--- src/rtl/alu_arbiter_pkg.sv ---
// Shared definitions for the EX-stage ALU arbiter: op encodings, FSM states and datapath width.
package alu_pkg;

  localparam int ALU_W = 32;

  localparam logic [3:0] ALU_ADD = 4'd0;
  localparam logic [3:0] ALU_SUB = 4'd1;
  localparam logic [3:0] ALU_AND = 4'd2;
  localparam logic [3:0] ALU_OR  = 4'd3;
  localparam logic [3:0] ALU_XOR = 4'd4;
  localparam logic [3:0] ALU_NOR = 4'd5;
  localparam logic [3:0] ALU_SLT = 4'd6;
  localparam logic [3:0] ALU_SLL = 4'd7;
  localparam logic [3:0] ALU_SRL = 4'd8;
  localparam logic [3:0] ALU_SRA = 4'd9;

  typedef enum logic [1:0] {
    IDLE = 2'd0,
    EXEC = 2'd1,
    RESP = 2'd2
  } state_e;

endpackage

--- src/rtl/alu_arbiter_rr_arb2.sv ---
// Two-way round-robin grant: the requester that was not granted last wins a tie.
module rr_arb2 (
  input  logic       valid0_i,
  input  logic       valid1_i,
  input  logic       last_i,
  input  logic       accept_i,
  output logic [1:0] grant_o,
  output logic       last_o
);

  always_comb begin
    grant_o = 2'b00;
    last_o  = last_i;
    if (accept_i) begin
      if (valid0_i && valid1_i) begin
        grant_o = last_i ? 2'b01 : 2'b10;
      end else if (valid0_i) begin
        grant_o = 2'b01;
      end else if (valid1_i) begin
        grant_o = 2'b10;
      end
    end
    if (grant_o[1]) begin
      last_o = 1'b1;
    end else if (grant_o[0]) begin
      last_o = 1'b0;
    end
  end

endmodule

--- src/rtl/alu_arbiter.sv ---
// Arbiter/sequencer for the shared EX-stage ALU: two requesters, one op in flight.
// Optional sticky overflow trap is enabled by defining ALU_ARBITER_OVF_TRAP_EN.
//
// Handshakes: a transfer happens on a rising edge where valid and ready are both 1.
// reqN_ready may depend combinationally on reqN_valid and on the response ready;
// rspN_valid and response fields are stable from assertion until the transfer.
module alu_arbiter
  import alu_pkg::*;
#(
  parameter int TAG_W = 4
) (
  input  logic             clk,
  input  logic             rst_n,

  input  logic             req0_valid,
  output logic             req0_ready,
  input  logic [ALU_W-1:0] req0_a,
  input  logic [ALU_W-1:0] req0_b,
  input  logic [3:0]       req0_op,
  input  logic             req0_is_sign,
  input  logic             req0_sign_rst,
  input  logic [TAG_W-1:0] req0_tag,

  input  logic             req1_valid,
  output logic             req1_ready,
  input  logic [ALU_W-1:0] req1_a,
  input  logic [ALU_W-1:0] req1_b,
  input  logic [3:0]       req1_op,
  input  logic             req1_is_sign,
  input  logic             req1_sign_rst,
  input  logic [TAG_W-1:0] req1_tag,

  output logic             rsp0_valid,
  input  logic             rsp0_ready,
  output logic [ALU_W-1:0] rsp0_result,
  output logic             rsp0_overflow,
  output logic             rsp0_zero,
  output logic [TAG_W-1:0] rsp0_tag,

  output logic             rsp1_valid,
  input  logic             rsp1_ready,
  output logic [ALU_W-1:0] rsp1_result,
  output logic             rsp1_overflow,
  output logic             rsp1_zero,
  output logic [TAG_W-1:0] rsp1_tag,

  output logic [ALU_W-1:0] alu_a,
  output logic [ALU_W-1:0] alu_b,
  output logic [3:0]       alu_op,
  output logic             alu_is_sign,
  output logic             alu_sign_rst,
  input  logic [ALU_W-1:0] alu_result,
  input  logic             alu_overflow,
  input  logic             alu_zero,

  output logic             ovf_trap,
  output logic [TAG_W-1:0] ovf_tag,
  input  logic             ovf_clr
);

  state_e           state_q;
  logic             last_q;
  logic             last_d;

  logic [ALU_W-1:0] a_q;
  logic [ALU_W-1:0] b_q;
  logic [3:0]       op_q;
  logic             is_sign_q;
  logic             sign_rst_q;
  logic [TAG_W-1:0] tag_q;
  logic             idx_q;

  logic [ALU_W-1:0] rsp_result_q;
  logic             rsp_overflow_q;
  logic             rsp_zero_q;
  logic [TAG_W-1:0] rsp_tag_q;

  logic             rsp_ready_sel;
  logic             accept;
  logic [1:0]       grant;
  logic             take;

  logic [ALU_W-1:0] a_d;
  logic [ALU_W-1:0] b_d;
  logic [3:0]       op_d;
  logic             is_sign_d;
  logic             sign_rst_d;
  logic [TAG_W-1:0] tag_d;

  assign rsp_ready_sel = idx_q ? rsp1_ready : rsp0_ready;

  // New requests are taken in IDLE or while the pending response drains;
  // reset gating keeps ready low even if a requester is already valid.
  assign accept = rst_n && ((state_q == IDLE) || ((state_q == RESP) && rsp_ready_sel));

  rr_arb2 u_rr_arb2 (
    .valid0_i (req0_valid),
    .valid1_i (req1_valid),
    .last_i   (last_q),
    .accept_i (accept),
    .grant_o  (grant),
    .last_o   (last_d)
  );

  assign take       = |grant;
  assign req0_ready = grant[0];
  assign req1_ready = grant[1];

  assign a_d        = grant[1] ? req1_a        : req0_a;
  assign b_d        = grant[1] ? req1_b        : req0_b;
  assign op_d       = grant[1] ? req1_op       : req0_op;
  assign is_sign_d  = grant[1] ? req1_is_sign  : req0_is_sign;
  assign sign_rst_d = grant[1] ? req1_sign_rst : req0_sign_rst;
  assign tag_d      = grant[1] ? req1_tag      : req0_tag;

  always_ff @(posedge clk or negedge rst_n) begin
    if (!rst_n) begin
      state_q        <= IDLE;
      last_q         <= 1'b1;
      a_q            <= '0;
      b_q            <= '0;
      op_q           <= '0;
      is_sign_q      <= 1'b0;
      sign_rst_q     <= 1'b0;
      tag_q          <= '0;
      idx_q          <= 1'b0;
      rsp_result_q   <= '0;
      rsp_overflow_q <= 1'b0;
      rsp_zero_q     <= 1'b0;
      rsp_tag_q      <= '0;
    end else begin
      last_q <= last_d;
      if (take) begin
        a_q        <= a_d;
        b_q        <= b_d;
        op_q       <= op_d;
        is_sign_q  <= is_sign_d;
        sign_rst_q <= sign_rst_d;
        tag_q      <= tag_d;
        idx_q      <= grant[1];
      end
      case (state_q)
        IDLE: begin
          if (take) begin
            state_q <= EXEC;
          end
        end
        EXEC: begin
          rsp_result_q   <= alu_result;
          rsp_overflow_q <= alu_overflow;
          rsp_zero_q     <= alu_zero;
          rsp_tag_q      <= tag_q;
          state_q        <= RESP;
        end
        RESP: begin
          if (rsp_ready_sel) begin
            state_q <= take ? EXEC : IDLE;
          end
        end
        default: begin
          state_q <= IDLE;
        end
      endcase
    end
  end

  assign rsp0_valid    = (state_q == RESP) && !idx_q;
  assign rsp1_valid    = (state_q == RESP) &&  idx_q;
  assign rsp0_result   = rsp_result_q;
  assign rsp1_result   = rsp_result_q;
  assign rsp0_overflow = rsp_overflow_q;
  assign rsp1_overflow = rsp_overflow_q;
  assign rsp0_zero     = rsp_zero_q;
  assign rsp1_zero     = rsp_zero_q;
  assign rsp0_tag      = rsp_tag_q;
  assign rsp1_tag      = rsp_tag_q;

  // Flags are only meaningful while the ALU is actually evaluating our op.
  assign alu_a        = a_q;
  assign alu_b        = b_q;
  assign alu_op       = op_q;
  assign alu_is_sign  = is_sign_q;
  assign alu_sign_rst = (state_q == EXEC) ? sign_rst_q : 1'b1;

`ifdef ALU_ARBITER_OVF_TRAP_EN
  logic             trap_q;
  logic [TAG_W-1:0] trap_tag_q;
  logic             trap_set;

  assign trap_set = (state_q == EXEC) && is_sign_q && !sign_rst_q && alu_overflow;

  // Sticky: the first overflow's tag is kept until cleared; a clear in the
  // same cycle as a new overflow lets the new tag in.
  always_ff @(posedge clk or negedge rst_n) begin
    if (!rst_n) begin
      trap_q     <= 1'b0;
      trap_tag_q <= '0;
    end else if (trap_set) begin
      trap_q <= 1'b1;
      if (!trap_q || ovf_clr) begin
        trap_tag_q <= tag_q;
      end
    end else if (ovf_clr) begin
      trap_q <= 1'b0;
    end
  end

  assign ovf_trap = trap_q;
  assign ovf_tag  = trap_tag_q;
`else
  logic unused_ovf_clr;
  assign unused_ovf_clr = ovf_clr;
  assign ovf_trap       = 1'b0;
  assign ovf_tag        = '0;
`endif

endmodule

--- config.mk ---
export PLATFORM = sky130hd
export DESIGN_NAME = alu_arbiter
export DESIGN_NICKNAME = d
export VERILOG_FILES = /design/src/rtl/alu_arbiter_pkg.sv /design/src/rtl/alu_arbiter_rr_arb2.sv /design/src/rtl/alu_arbiter.sv
export SDC_FILE = /design/constraint.sdc
export NUM_CORES = 1
export LEC_CHECK = 0
export BUFFER_PORTS_ARGS = -buffer_cell sky130_fd_sc_hd__buf_2
export CORE_AREA = 2 2 133 135
export CTS_CLUSTER_DIAMETER = 40
export DETAILED_ROUTE_END_ITERATION = 6
export DIE_AREA = 0 0 135 137
export HOLD_SLACK_MARGIN = 0.05
export SYNTH_ARGS = -nofsm -noshare
export SYNTH_HDL_FRONTEND = slang
export SYNTH_HIERARCHICAL = 1
export SYNTH_SLANG_ARGS = --single-unit
--- constraint.sdc ---
create_clock -name clk -period 3.9 [get_ports clk]
set_clock_uncertainty 0.1 [all_clocks]
set_input_delay 0.39 -clock clk [delete_from_list [all_inputs] [get_ports clk]]
set_output_delay 0.39 -clock clk [all_outputs]
set_load 0.02 [all_outputs]
==> results.sh <==
export IMPL_required_ns=3.41
export IMPL_clk_pin_slew_ns=0.06
export IMPL_synth_xor_area_share_pct=0
export IMPL_finalSetupViolCount=0
export IMPL_synth_simple_gate_area_share_pct=6.05
export IMPL_post_cts_buffers=0
export IMPL_avgSynthCellArea_um2=11.8
export IMPL_synth_most_common_cell="dfrtp_1"
export IMPL_finalCritPeriodShare_pct=73.0
export IMPL_grt_pass1_vias=4279
export IMPL_ir_drop_mv=0.455
export IMPL_initialDrtViolationCount=157
export IMPL_ys_top_cells_by_area="dfrtp_1 52%, mux2i_1 14%, mux2_4 10%"
export IMPL_synthCells=470
export IMPL_slowest_delay_ns=0.59
export IMPL_synth_edf_count=0
export IMPL_outcome="completed"
export IMPL_path_cells="mux2i_1 -> a21oi_1 -> nand2_1 -> a21oi_4 -> buf_4 -> buf_2"
export IMPL_nNetsFinal=954
export IMPL_crit_path_top_delay_cell="buf_4"
export IMPL_antenna_cells=0
export IMPL_gp_congestion=0.769
export IMPL_hold_path_class="in -> async"
export IMPL_synthDistinctLibCells=24
export IMPL_port_buffer_count=337
export IMPL_die_h_um=137
export IMPL_critPathLaunchType="flop"
export IMPL_clock_latency_ns=0.40
export IMPL_async_flop_share_pct=100
export IMPL_cp_arrival_ns=2.36
export IMPL_rr_startpoint="idx_q"
export IMPL_ctsHtreeMaxLevel=4
export IMPL_ys_ff_latch=116
export IMPL_leakage_uw=0.00392
export IMPL_crit_family="buffers and inverters"
export IMPL_core_um2=17100
export IMPL_hold_buffers=0
export IMPL_fin_crit_ns=2.85
export IMPL_synth_fa_ha_area_share_pct=0
export IMPL_hold_ws_ns=0.0517
export IMPL_cp_depth=6
export IMPL_worst_pin_slew_ns=0.819
export IMPL_antenna_left=0
export IMPL_placed_area_um2=7060
export IMPL_numCtsBuffers=17
export IMPL_synth_top_cell_area_share_pct=51.9
export IMPL_overflow=0
export IMPL_clk_path_buf_depth=2
export IMPL_cts_resized_gates=0
export IMPL_finalHoldViolations=0
export IMPL_dr_pass1_iters=4
export IMPL_r2r_slack_ns=1.60
export IMPL_finalMaxSlewViolations=0
export IMPL_grt_usage_pct=15.5
export IMPL_fin_util_pct=45.5
export IMPL_dieWidth_um=135
export IMPL_synth_top_area_cell="dfrtp_1"
export IMPL_cts_root_buf="clkbuf_16"
export IMPL_power_uw=7140
export IMPL_drcViolationCount=0
export IMPL_cts_sinks=116
export IMPL_areaGrowthSynthToFinish_pct=39.8
export IMPL_fmax_mhz=351
export IMPL_synth_top_family_by_area="multiplexers"
export IMPL_routed_via_density=4.35
export IMPL_end_kind="primary output"
export IMPL_crit_buf_inv=2
export IMPL_yosys_top_cells_count="115 x dfrtp_1, 76 x nand2_1, 75 x mux2i_1, 48 x buf_4"
export IMPL_grt_pass1_wl_mm=22.0
export IMPL_maxSlewHeadroom_pct=45.4
export IMPL_netlist_area_um2=5550
export IMPL_rsz0062_at_grt="no"
export IMPL_ys_flop_type="dfrtp_1"
export IMPL_crit_fanout=43
export IMPL_ff2ff_path_depth=7
export IMPL_grt_max_degree=61
export IMPL_antenna_found_initial=0
export IMPL_crit_start="idx_q"
export IMPL_synthMuxAreaShare_pct=24.0
export IMPL_power_density_nw_per_um2=921
export IMPL_wl_per_cell_um=14.6
export IMPL_die_area_um2=18500
export IMPL_drive_gt1_share_pct=54.2
export IMPL_drt_total_wl_mm=14.6
export IMPL_synth_compound_area_share_pct=7.56
export IMPL_cts_tree="done"
export IMPL_crit_type="reg -> out"
export IMPL_io_pins=344
export IMPL_yosysSeqAreaShare_pct=52.4
export IMPL_endpoint="req0_ready"
export IMPL_synth_warnings=6
export IMPL_hpwl_mm=10.7
export IMPL_floorplan_initialDensity_pct=32.5
export IMPL_rows=48
export IMPL_r2r_end="state_q[0]"
export IMPL_vias=4366
export IMPL_postLayoutCellArea_um2=7750
export IMPL_drv_cap=0
export IMPL_tns_ns=0
[through the flow]
step	setup WS (ns)	std cells
after CTS	0.998	1003
final	1.05	1003
after detailed placement	1.46	971
after global routing	0.882	1003
after floorplan	1.66	474
after global placement	1.45	971
[worst reg2reg max path, stage by stage, from the launching register on]
cell and delay, ns:
dfrtp_1 0.41, mux2i_1 0.17, a21oi_1 0.24, nand2_1 0.15, a21oi_4 0.33, buf_4 0.49
nor2_1 0.11, a211oi_2 0.21
[layout make-up]
| cell class | instances | area [um2] |
|---|---|---|
| Multi-Input combinational cell | 284 | 2130 |
| Clock inverter | 12 | 224 |
| Fill cell | 1626 | 9300 |
| Timing Repair Buffer | 344 | 1740 |
| Inverter | 2 | 7.51 |
| Clock buffer | 20 | 467 |
| Tap cell | 225 | 282 |
| Sequential cell | 116 | 2900 |
[sequential cells by signal, indices dropped and copies added, names as in the netlist]
signal         count
alu_a             32
alu_b             32
alu_is_sign        1
alu_op             4
idx_q              1
last_q             1
rsp0_overflow      1
rsp0_result       32
rsp0_tag           4
rsp0_zero          1
sign_rst_q         1
state_q            2
tag_q              4
[cell usage in the layout, fill, tap and decap left out, drive strengths merged, types with 3 or more instances in the layout]
master	n
o21ai	75
mux2	39
nor2	3
mux2i	75
conb	5
clkinv	4
dfrtp	115
buf	344
a21oi	4
bufinv	6
nand2b	3
clkbuf	20
inv	3
nand2	76
[routing by layer]
| metal | vias up | track usage [%] | wire (um) |
|---|---|---|---|
| met5 | - | 0 | 0 |
| met3 | 16 | 5.19 | 1230 |
| met4 | 0 | 5.84 | 212 |
| met2 | 198 | 26.1 | 7280 |
| met1 | 2005 | 18.5 | 5930 |
| li1 | 2147 | - | - |
[kinds of logic (layout without fill, tap and decap cells)]
kind of cell / count (synthesis) / after routing
other: 1 / 5
flip-flops: 116 / 116
multiplexers: 114 / 114
buffers and inverters: 74 / 378
AO/OA/AOI/OAI: 81 / 81
AND/OR/NAND/NOR: 84 / 84
[report_power, final]
part	internal (uW)	total [uW]	switching, uW
combinational	1270	3140	1860
clock	1250	1810	558
sequential	1820	2190	374
total	4340	7140	2800
[worst min path at each step]
stage / endpoint / depth (start not counted)
after global routing: alu_a[28] / 3
after CTS: alu_a[14] / 3
after detailed placement: rsp0_tag[3] / 1
after floorplan: alu_a[0] / 0
after global placement: rsp0_tag[2] / 1
final: alu_is_sign / 2
Note: power is estimated with default switching activity, not from simulation.
